File: src/rtl/upstream_link_sched.sv
`default_nettype none
// ============================================================================
// upstream_link_sched: two-requester round-robin 64-to-32 link scheduler with
// credit-based flow control.           Revision: 1.0
// ============================================================================
module upstream_link_sched #(
    parameter int CREDITS       = 16,
    parameter int TOKEN_CREDITS = 8
) (
    input  logic        clk,
    input  logic        rst,
    input  logic        req0_valid_i,
    input  logic [63:0] req0_data_i,
    output logic        req0_ready_o,
    input  logic        req1_valid_i,
    input  logic [63:0] req1_data_i,
    output logic        req1_ready_o,
    input  logic        token_i,
    output logic        link_valid_o,
    output logic [31:0] link_data_o,
    input  logic        link_ready_i,
    output logic        grant_o,
    output logic [6:0]  credit_o,
    output logic [6:0]  sent_cnt_o,
    output logic        error_o
);

    typedef enum logic [1:0] {
        S_IDLE  = 2'd0,
        S_BEAT0 = 2'd1,
        S_BEAT1 = 2'd2
    } state_t;

    localparam logic [6:0] C_CREDITS  = 7'(CREDITS);
    localparam logic [7:0] C_CREDITS8 = 8'(CREDITS);
    localparam logic [7:0] C_TOKEN    = 8'(TOKEN_CREDITS);

    state_t      state_q, state_d;
    logic [63:0] word_q, word_d;
    logic        grant_q, grant_d;
    logic        ptr_q, ptr_d;
    logic [6:0]  credit_q, credit_d;
    logic [6:0]  sent_q, sent_d;
    logic        error_q, error_d;

    logic        w_can;
    logic        w_win;
    logic        w_accept;
    logic        w_beat;
    logic [7:0]  w_sum;

    // The pointer only decides ties; with neither valid it still names the
    // requester whose ready is offered.
    assign w_can    = (state_q == S_IDLE) && (credit_q >= 7'd2);
    assign w_win    = (req0_valid_i == req1_valid_i) ? ptr_q : req1_valid_i;
    assign w_accept = w_can && (req0_valid_i || req1_valid_i);
    assign w_beat   = link_valid_o && link_ready_i;

    assign req0_ready_o = !rst && w_can && !w_win;
    assign req1_ready_o = !rst && w_can && w_win;

    always_comb begin
        state_d  = state_q;
        word_d   = word_q;
        grant_d  = grant_q;
        ptr_d    = ptr_q;
        error_d  = error_q;
        sent_d   = sent_q + {6'd0, w_beat};
        w_sum    = {1'b0, credit_q} - {7'd0, w_beat} + (token_i ? C_TOKEN : 8'd0);
        credit_d = w_sum[6:0];

        if (w_sum > C_CREDITS8) begin
            credit_d = C_CREDITS;
            error_d  = 1'b1;
        end

        case (state_q)
            S_IDLE: begin
                if (w_accept) begin
                    state_d = S_BEAT0;
                    word_d  = w_win ? req1_data_i : req0_data_i;
                    grant_d = w_win;
                    ptr_d   = ~w_win;
                end
            end
            S_BEAT0: begin
                if (link_ready_i) begin
                    state_d = S_BEAT1;
                end
            end
            S_BEAT1: begin
                if (link_ready_i) begin
                    state_d = S_IDLE;
                end
            end
            default: begin
                state_d = S_IDLE;
            end
        endcase
    end

    always_ff @(posedge clk or posedge rst) begin
        if (rst) begin
            state_q  <= S_IDLE;
            word_q   <= 64'd0;
            grant_q  <= 1'b0;
            ptr_q    <= 1'b0;
            credit_q <= C_CREDITS;
            sent_q   <= 7'd0;
            error_q  <= 1'b0;
        end else begin
            state_q  <= state_d;
            word_q   <= word_d;
            grant_q  <= grant_d;
            ptr_q    <= ptr_d;
            credit_q <= credit_d;
            sent_q   <= sent_d;
            error_q  <= error_d;
        end
    end

    assign link_valid_o = (state_q != S_IDLE);
    assign link_data_o  = (state_q == S_BEAT0) ? word_q[31:0]  :
                          (state_q == S_BEAT1) ? word_q[63:32] : 32'd0;
    assign grant_o      = grant_q;
    assign credit_o     = credit_q;
    assign sent_cnt_o   = sent_q;
    assign error_o      = error_q;

endmodule
`default_nettype wire

File: config.mk
export PLATFORM = sky130hd
export DESIGN_NAME = upstream_link_sched
export DESIGN_NICKNAME = d
export VERILOG_FILES = /design/src/rtl/upstream_link_sched.sv
export SDC_FILE = /design/constraint.sdc
export NUM_CORES = 1
export LEC_CHECK = 0
export ABC_AREA = 1
export CAP_MARGIN = 20
export CORE_ASPECT_RATIO = 0.75
export CORE_UTILIZATION = 45
export DETAILED_ROUTE_END_ITERATION = 7
export MAX_ROUTING_LAYER = met4
export PLACE_DENSITY = 0.89
export SYNTH_ARGS = -nofsm -noshare
export SYNTH_HDL_FRONTEND = slang
export SYNTH_SLANG_ARGS = --single-unit
File: constraint.sdc
create_clock -name clk -period 4.4 [get_ports clk]
set_clock_uncertainty 0.15 [all_clocks]
set_input_delay 0.88 -clock clk [delete_from_list [all_inputs] [get_ports clk]]
set_output_delay 0.88 -clock clk [all_outputs]
set_load 0.005 [all_outputs]
==> results_dict.tcl <==
set metrics [dict create \
    drive_gt1_frac 0.0764 \
    clock_sinks 83 \
    pwr-share-comb 0.476 \
    worstSkewPairLatency_ps 330 \
    core_mm2 0.0105 \
    fin_crit_sh 0.809 \
    placed_cells 997 \
    criticalPathCategory "in2out" \
    worst_path_most_repeated_cell "clkdlybuf4s50_1" \
    ant_nets 0 \
    multiInputGateArea_mm2 0.00243 \
    drtIter0Drc 237 \
    critical_path_peak_fanout 4 \
    vias 4850 \
    vias_per_cell 4.79 \
    p_sw_frac 0.379 \
    port_buffers 184 \
    fmax_mhz 281 \
    irDropWorstVdd_mv 0.317 \
    start_util 0.474 \
    row_count 32 \
    synth.distinct_cells 28 \
    hold_depth 2 \
    slew-limit-headroom 0.552 \
    p_clk_frac 0.209 \
    fin_tns_setup_ps 0 \
    crit_end "req1_ready_o" \
    worstPathRequired_ps 3370 \
    finalSetupViolations 0 \
    period_minus_slack_ps 3560 \
    numCtsBuffers 9 \
    drc 0 \
    nNetsFinal 1022 \
    rr_startpoint "state_q[0]$_DFFE_PP0P_" \
    power_leakage_nw 3.60 \
    powerDensity_mw_per_mm2 563 \
    power_frac_seq 0.315 \
    crit_slowest_cell "clkdlybuf4s50_1" \
    seq_area_frac_synth 0.418 \
    clkSlewWorstSetupHoldPaths_ps 60 \
    area.growth.synth_to_final_pct 44.5 \
    postCtsResizedCells 0 \
    cts_hold_buf 0 \
    cp-startpoint "req0_valid_i" \
    r2r_cells 15 \
    status "finished, final reports clean" \
    r2r_slack_ps 1570 \
    globalplace.congestion 0.959 \
    cpPeakStageDelay_ps 500 \
    p_switching_mw 1.53 \
    synth_seq_cells 83 \
    first_pass_iters 4 \
    cts_setup_buffers 0 \
    clock_path_buffers 2 \
    yosys_warnings 0 \
    final_max_slew_viol_count 0 \
    final_hold_viol_count 0 \
    wire_per_inst_um 13.0 \
    cp-start-kind "input port" \
    fin_cells 1013 \
    grt_usage 0.246 \
    diodes 0 \
    io_pins 185 \
    seqCellArea_mm2 0.00208 \
    wl_mm 13.2 \
    worstMarginPinSlew_ps 673 \
    tritoncts "yes" \
    worstReg2RegEnd "credit_o[1]$_DFF_PP0_" \
    htree_num_levels 3 \
    min_path_type "reg2reg" \
    grt_overflow_total 0 \
    critical_path_arrival_ps 2530 \
    netlist_instances 703 \
    grt_pass1_wl_mm 21.3 \
    fillers 906 \
    max-cap-violations 0 \
    root_buffer "clkbuf_16" \
    intPower_mw 2.51 \
    syn_area_per_cell_um2 7.07 \
    die_area_mm2 0.0115 \
    grt_antenna_before_repair 0 \
    grt_max_degree 66 \
    path_cells "clkdlybuf4s50_1 > inv_1 > ha_1 > nand2_1 > o21a_2 > inv_2 > nor2_1 > clkdlybuf4s50_1" \
    place_hpwl_mm 9.97 \
    endpoint_kind "output port" \
    die_y_um 93.0 \
    rsz0062_at_grt "false" \
    die_x_um 123 \
    grt_pass1_vias 4561 \
    syn_area_mm2 0.00497 \
]
[logic make-up (layout without fill, tap and decap cells)]
family	count (synthesis)	in the layout	share of synthesized area
compound gates	64	64	0.0785
xor+xnor	5	5	0.00881
fa+ha+maj	16	16	0.0418
buf+inv	97	270	0.0944
flops	83	83	0.418
other cells	1	2	0.000755
simple gates	437	437	0.358
[critical path, delay by kind of cell]
kind	cells	cell delay, ps
buf+inv	4	1030
fa+ha+maj	1	290
simple gates	2	160
compound gates	1	160
[power by group through the flow]
stage	logic, mW	registers (mW)	clock network [mW]
2_1_floorplan	1.24	1.22	0
3_3_place_gp	1.89	1.27	0
3_5_place_dp	1.94	1.28	0
4_1_cts	1.95	1.27	0.860
5_1_grt	2.18	1.31	0.895
6_report	1.93	1.27	0.844
[through the flow]
stage	cell area (um^2)	setup slack (ps)	util	total power [mW]	hold WS (ps)
final	7180	840	0.684	4.04	329
after global routing	7180	729	0.684	4.38	344
after CTS	7180	832	0.684	4.08	331
after detailed placement	6830	832	0.651	3.23	315
after global placement	6830	856	0.651	3.16	311
after floorplan	4970	331	-	2.46	299
[layout make-up]
cell class,count,share of cell area
clock buffers,13,0.0390
clock inverters,3,0.00941
inverters,60,0.0315
multi-input cells,524,0.338
flip-flops and latches,83,0.289
well taps,136,0.0237
repair buffers,194,0.269
[cells in the final DEF, fill, tap and decap left out]
master	instances
o21ai_0	30
conb_1	2
clkdlybuf4s50_1	184
clkinv_2	1
inv_2	3
a21oi_1	3
bufinv_16	2
clkbuf_16	9
dfstp_2	1
clkbuf_8	4
fa_1	1
xor2_1	3
dfrtp_1	82
o21ai_2	18
nand3b_1	1
nand2_2	13
buf_4	9
nand3_1	45
inv_1	56
nand2_1	353
nor2_4	3
nand4_1	6
buf_12	1
ha_1	15
clkinvlp_4	1
o21ai_1	12
xnor2_1	2
nor2_1	15
o21a_2	1
nand3_2	1
[flip-flops by register name, indices dropped and copies added (netlist names)]
name,flops
credit_o,7
error_o,1
grant_o,1
ptr_q,1
sent_cnt_o,7
state_q,2
word_q,64
[per-layer routing]
layer | track usage | wire, um | vias to the layer above
li1 | - | - | 2501
met1 | 0.322 | 5900 | 2176
met2 | 0.381 | 5990 | 165
met3 | 0.0640 | 1190 | 8
met4 | 0.0612 | 96 | 0
met5 | - | 0 | -
[synthesized netlist by cell type]
cell type	instances	area, um^2
nor2_4	3	33.8
a21oi_1	3	15.0
nand3_1	45	225
inv_1	57	214
o21ai_0	30	150
nand2_2	13	81.3
xnor2_1	2	17.5
dfrtp_1	82	2050
buf_1	2	7.51
conb_1	1	3.75
buf_8	2	30.0
o21ai_2	18	158
fa_1	1	20.0
dfstp_2	1	26.3
o21a_1	1	7.51
ha_1	15	188
clkbuf_1	6	22.5
nand3b_1	1	7.51
buf_4	2	15.0
nor2_1	15	56.3
nand4_1	6	37.5
buf_6	7	78.8
nand2_1	353	1330
nand3_2	1	10.0
xor2_1	3	26.3
o21ai_1	12	60.1
inv_2	3	11.3
buf_2	18	90.1
[how the worst min path moves through the flow]
stage                                  startpoint                       to  slack (ps)
final                      word_q[15]$_DFFE_PP0P_   word_q[15]$_DFFE_PP0P_         330
after global routing        word_q[7]$_DFFE_PP0P_    word_q[7]$_DFFE_PP0P_         340
after CTS                  word_q[24]$_DFFE_PP0P_   word_q[24]$_DFFE_PP0P_         330
after detailed placement    word_q[6]$_DFFE_PP0P_    word_q[6]$_DFFE_PP0P_         320
after global placement    sent_cnt_o[6]$_DFF_PP0_  sent_cnt_o[6]$_DFF_PP0_         310
after floorplan            word_q[32]$_DFFE_PP0P_   word_q[32]$_DFFE_PP0P_         300
No activity file was read; power rests on OpenSTA's default activity.
==> variant 1, RTL diff (same settings) <==
Set the parameter `TOKEN_CREDITS` to 7 (it was 8).
--- a/src/rtl/upstream_link_sched.sv
+++ b/src/rtl/upstream_link_sched.sv
@@ -5,7 +5,7 @@
 // ============================================================================
 module upstream_link_sched #(
     parameter int CREDITS       = 16,
-    parameter int TOKEN_CREDITS = 8
+    parameter int TOKEN_CREDITS = 7
 ) (
     input  logic        clk,
     input  logic        rst,
Check against the original RTL: no difference found for any inputs over 10 cycles, from zero or initial values and one cycle with rst high; that may be too few to reach the edited logic, so the function may still have changed.
==> variant 1 against the unedited design <==
- power increased by 4.7%
- die area grew 11%
- sequential cell count did not move
- non-clock buffer count down 2
- design area is 6.2% higher
- setup slack worse by 0.52 ps
- wire length grew 4.6%
- via count rose by 4.8%
- synthesized area up 11%
- critical endpoint unchanged
- largest power group unchanged
==> variant 1: results (changes against the unedited design) <==
[global_routing]
grt_use_met2_pct = 36.73  ; -1.4 points
grt_max_degree = 66  ; unchanged
grt_pass1_vias = 4821  ; +5.7%
use_met3_pct = 4.986  ; -1.4 points
antenna_found_initial = 0  ; unchanged
grt_pass1_wl_um = 22670  ; +6.5%
grt_util_met1_pct = 30.95  ; -1.2 points
gr-usage-all-layers_pct = 23.27  ; -1.3 points

[synth]
synth_top_cell_area_share_pct = 37.28  ; -4.0 points
synth_top_cell_by_area = dfrtp_1
synth.distinct_cells = 35  ; +25%
yosys.area_share.adder_pct = 4.001  ; -0.18 points
synth_compound_area_share_pct = 10.82  ; +3.0 points
muxShareOfSynthArea_pct = 0  ; unchanged
postSynthAreaPerCell_sq_um = 7.271  ; +2.8%
async_flop_share_pct = 100.0  ; unchanged
seq_area_frac_synth_pct = 37.76  ; -4.1 points
ys_warn_count = 0  ; unchanged
synth_common_cells = nand2_1 (308), inv_1 (97), dfrtp_1 (82)
synthXorXnorAreaFrac_pct = 0.7956  ; -0.086 points
netlist_top_cells_area = dfrtp_1 (37%), nand2_1 (21%), o21ai_2 (8.9%)

[clock_network]
cts-resized-gates = 0  ; unchanged
numCtsBuffers = 9  ; unchanged
cts-root-buf = clkbuf_16
htreeDepth = 3  ; unchanged
clock_latency_ps = 330  ; about the same
post_cts_buffers = 0  ; unchanged
cts_buffer_depth = 2  ; unchanged
path_clk_slew_ps = 60  ; about the same

[outcome]
outcome = finished, final reports clean

[placement]
dp_cells = 1074  ; +7.7%
place_area_sq_mm = 0.007322  ; +7.2%
numPortBuffers = 184  ; unchanged
pre_cts_ws_ps = 635.4  ; -196.7 ps
dp.final_hpwl_um = 10060  ; +0.92%
gp_congestion = 0.8560  ; -11%

[worst_setup_path]
path_delay_family = buffers and inverters
slowest_delay_ps = 500  ; about the same
slowest_stage = clkdlybuf4s50_1
worst_ep_arrival_time_ps = 2530  ; about the same
cp_max_fo = 3  ; -1

[routing]
vias = 5082  ; +4.8%
drtPass1Iterations = 5  ; +1
avgRoutedWirePerCell_um = 12.64  ; -2.8%
drt_iter0_markers = 219  ; -7.6%
drt-total-wl_um = 13780  ; +4.6%

[layout]
fill_cells = 1036  ; +14%
largest_register_ffs = 64  ; unchanged
drive_gt1_share_pct = 15.19  ; +7.6 points
diodes = 0  ; unchanged
top_register = word_q

[power]
power_density_mw_per_mm2 = 555.1  ; -1.4%
leakage_nw = 3.912  ; +8.6%
vdd_drop_max_v = 0.0002785  ; -12%

[min_path]
hold_class = reg2reg

[sta]
max_slew_margin_pct = 45.34  ; -9.8 points

## variant 1: where the power goes
part	internal [mW]	leakage (nW)	switching, mW
clock	0.455	0.148	0.310
combinational	0.960	2.73	1.19
sequential	1.09	1.04	0.231
## variant 1: worst paths after layout
path	slack, ps	end	startpoint	depth (start not counted)
setup / recovery	840	req1_ready_o	req0_valid_i	8
hold / removal	330	sent_cnt_o[6]$_DFF_PP0_	sent_cnt_o[6]$_DFF_PP0_	1
setup reg to reg	1120	credit_o[1]$_DFF_PP0_	state_q[0]$_DFFE_PP0P_	19
hold reg to reg	330	sent_cnt_o[6]$_DFF_PP0_	sent_cnt_o[6]$_DFF_PP0_	1
max in group asynchronous	2260	word_q[21]$_DFFE_PP0P_	rst	4
min in group asynchronous	840	credit_o[1]$_DFF_PP0_	rst	3
## variant 1: cell type report
type | count | share of cell area, %
multi-input combinational | 536 | 36.01
sequential | 83 | 27.25
timing repair buffer | 192 | 25.10
inverter | 101 | 4.988
clock buffer | 10 | 3.134
tap | 162 | 2.658
clock inverter | 6 | 0.8532
## variant 1: cells by family after synthesis
family,Yosys count
fa+ha+maj,17
simple gates,436
other cells,1
buf+inv,139
compound gates,76
flops,83
xor+xnor,5
## variant 1: layer usage
metal / share of wire [%] / vias up
met2: 45 / 152
li1: - / 2627
met1: 47 / 2292
met5: 0 / -
met3: 7.0 / 11
met4: 0.84 / 0
## variant 1: worst register-to-register path, cell delays in order, from the launching register on
cell and delay (ps):
dfrtp_1 380, buf_4 410, nor2_4 120, nor2_1 240
inv_1 90, nor2_1 170, inv_1 80, nand2_1 60
ha_1 170, inv_1 60, fa_1 370, inv_1 100
nand2_1 60, nand2_1 80, nand3_1 90, nand2_1 70
nand2_1 50, nand2_1 90, nand3_2 120, nor3_1 220
==> variant 2, RTL diff (same flow settings) <==
Made on the original files. Encoding of `state_t`: now one-hot (3 bits for 3 states).
--- a/src/rtl/upstream_link_sched.sv
+++ b/src/rtl/upstream_link_sched.sv
@@ -25,10 +25,10 @@
     output logic        error_o
 );
 
-    typedef enum logic [1:0] {
-        S_IDLE  = 2'd0,
-        S_BEAT0 = 2'd1,
-        S_BEAT1 = 2'd2
+    typedef enum logic [2:0] {
+        S_IDLE  = 3'b001,
+        S_BEAT0 = 3'b010,
+        S_BEAT1 = 3'b100
     } state_t;
 
     localparam logic [6:0] C_CREDITS  = 7'(CREDITS);
Formal check against the unedited RTL: no difference found for any inputs over 4 cycles, from zero or initial values and one cycle with rst high; so few cycles prove little.
==> variant 2 against the unedited design <==
- power down 6.6%
- sequential cell count up 1
- design area is 1.7% higher
- largest cell class unchanged
- worst hold slack lost 2.3 ps
- synthesized area rose by 4.4%
- setup slack worse by 75 ps
- critical path type unchanged
- wire length fell by 2.2%
==> variant 2: results (changes against the unedited design) <==
[outcome]
outcome = finished, final reports clean

[synth]
netlist_top_cells_area = dfrtp_1 (40%), nand2_1 (24%), nand2_2 (7.6%)
postSynthAreaPerCell_sq_um = 7.390  ; +4.5%
ys_warn_count = 0  ; unchanged
ys.flop_type = dfrtp_1
async_flop_share_pct = 100.0  ; unchanged
seq_area_frac_synth_pct = 40.57  ; -1.2 points
synth.distinct_cells = 28  ; unchanged
synth_common_cells = nand2_1 (328), dfrtp_1 (82), nand2_2 (63)

[clock_network]
post_cts_buffers = 0  ; unchanged
cts_hold_buf = 0  ; unchanged
cts-root-buf = clkbuf_16
path_clk_slew_ps = 50
numCtsBuffers = 9  ; unchanged
htreeDepth = 3  ; unchanged
cts_buffer_depth = 2  ; unchanged
cts-resized-gates = 0  ; unchanged
clock_latency_ps = 330  ; about the same

[placement]
gp_congestion = 0.9362  ; -2.4%
dp.final_hpwl_um = 9282  ; -6.9%
numPortBuffers = 184  ; unchanged

[layout]
drive_gt1_share_pct = 14.16  ; +6.5 points
nets = 1022  ; unchanged
largest_register_ffs = 64  ; unchanged
diodes = 0  ; unchanged
top_register = word_q

[global_routing]
grt_pass1_wl_um = 21250  ; -0.19%
grt_pass1_vias = 4524  ; -0.81%
antenna_found_initial = 0  ; unchanged
grt_max_degree = 85  ; +29%
gr-usage-all-layers_pct = 23.45  ; -1.1 points

[power]
vdd_drop_max_v = 0.0003173  ; +0.17%
intPower_mw = 2.300  ; -8.4%
leakage_nw = 3.623  ; +0.58%

[worst_setup_path]
path_delay_family = buffers and inverters
cp_max_fo = 4  ; unchanged
r2r_cells = 16  ; +1
slowest_delay_ps = 510
slowest_stage = clkdlybuf4s50_1

[routing]
dr_wl_met2_um = 5944  ; -0.70%
vias = 4880  ; +0.62%
met1Wirelength_um = 5749  ; -2.6%
vias_per_cell = 4.803  ; +0.32%
drtPass1Iterations = 4  ; unchanged
drt_iter0_markers = 225  ; -5.1%
top_layer = met4
wl_met3_um = 1086  ; -8.9%
avgRoutedWirePerCell_um = 12.68  ; -2.5%

[sta]
max_slew_margin_pct = 39.46  ; -16 points

[min_path]
hold_class = reg2reg
hold_path_depth = 2  ; unchanged

## variant 2: cell count changes after synthesis, sizes merged
cell	unedited run	this run
nor2	18	16
buf	31	24
nor3b	0	1
clkbuf	6	9
a22o	0	4
nor3	0	1
dfstp	1	2
nand2	366	391
o21ai	60	59
inv	60	63
nand3b	1	0
nand3	46	18
## variant 2: worst reg2reg max path, cell delays in order, from the launching register on
cell and delay [ps]:
dfstp_2 560, inv_2 60, nor3_4 240, inv_1 150, nand2_1 90, inv_1 70
ha_1 180, inv_1 60, ha_1 210, fa_1 460, nor2_1 120, nand3_1 110
nand3_1 90, nand2_1 50, inv_1 60, nand3_1 160, nor2_1 130
## variant 2: power by group through the flow
stage | logic (mW) | registers [mW] | clock network (mW)
2_1_floorplan | 1.33 | 1.25 | 0
3_3_place_gp | 1.73 | 1.27 | 0
3_5_place_dp | 1.77 | 1.29 | 0
4_1_cts | 1.78 | 1.28 | 0.759
5_1_grt | 1.99 | 1.32 | 0.791
6_report | 1.76 | 1.28 | 0.737
## variant 2: kinds of logic after synthesis
logic type               Yosys count  synth area share [%]
buffers and inverters             96                 9.961
AO/OA/AOI/OAI                     67                 8.683
adder cells (fa/ha/maj)           16                 4.004
flip-flops                        84                 40.57
XOR/XNOR                           5                0.8443
other                              1               0.07229
AND/OR/NAND/NOR                  433                 35.87
## variant 2: through the flow
stage                     utilization, %  power [mW]  cell area (sq um)  hold slack, ps  setup slack, ps
after floorplan                        -       2.587               5191           299.1            310.5
after global placement             63.10       3.000               6983           306.1            787.0
after detailed placement           63.10       3.059               6983           315.2            755.4
after CTS                          65.75       3.819               7276           331.1            751.8
after global routing               66.00       4.099               7303           343.9            697.7
final                              66.00       3.776               7303           326.3            764.4
## variant 2: area by class of cell
cell class	instances	area, sq um
inverter	63	237.7
fill	957	3762
tap	140	175.2
timing repair buffer	191	1914
clock buffer	11	242.7
multi-input combinational	523	2579
sequential	84	2105
clock inverter	4	50.05
## variant 2: worst paths after layout
path	from	to	slack, ps
max	req1_valid_i	req1_ready_o	760
min	word_q[63]$_DFFE_PP0P_	word_q[63]$_DFFE_PP0P_	330
max reg2reg	state_q[0]$_DFFE_PP1P_	credit_o[0]$_DFF_PP0_	1400
min reg2reg	word_q[63]$_DFFE_PP0P_	word_q[63]$_DFFE_PP0P_	330
max in group asynchronous	rst	state_q[0]$_DFFE_PP1P_	2690
min in group asynchronous	rst	error_o$_DFFE_PP0N_	770
## variant 2: per-layer routing
metal  track usage [%]  vias to the layer above
li1                  -                     2488
met1             27.60                     2206
met2             39.59                      171
met3             7.365                       15
met4             5.120                        0
met5                 -                        -
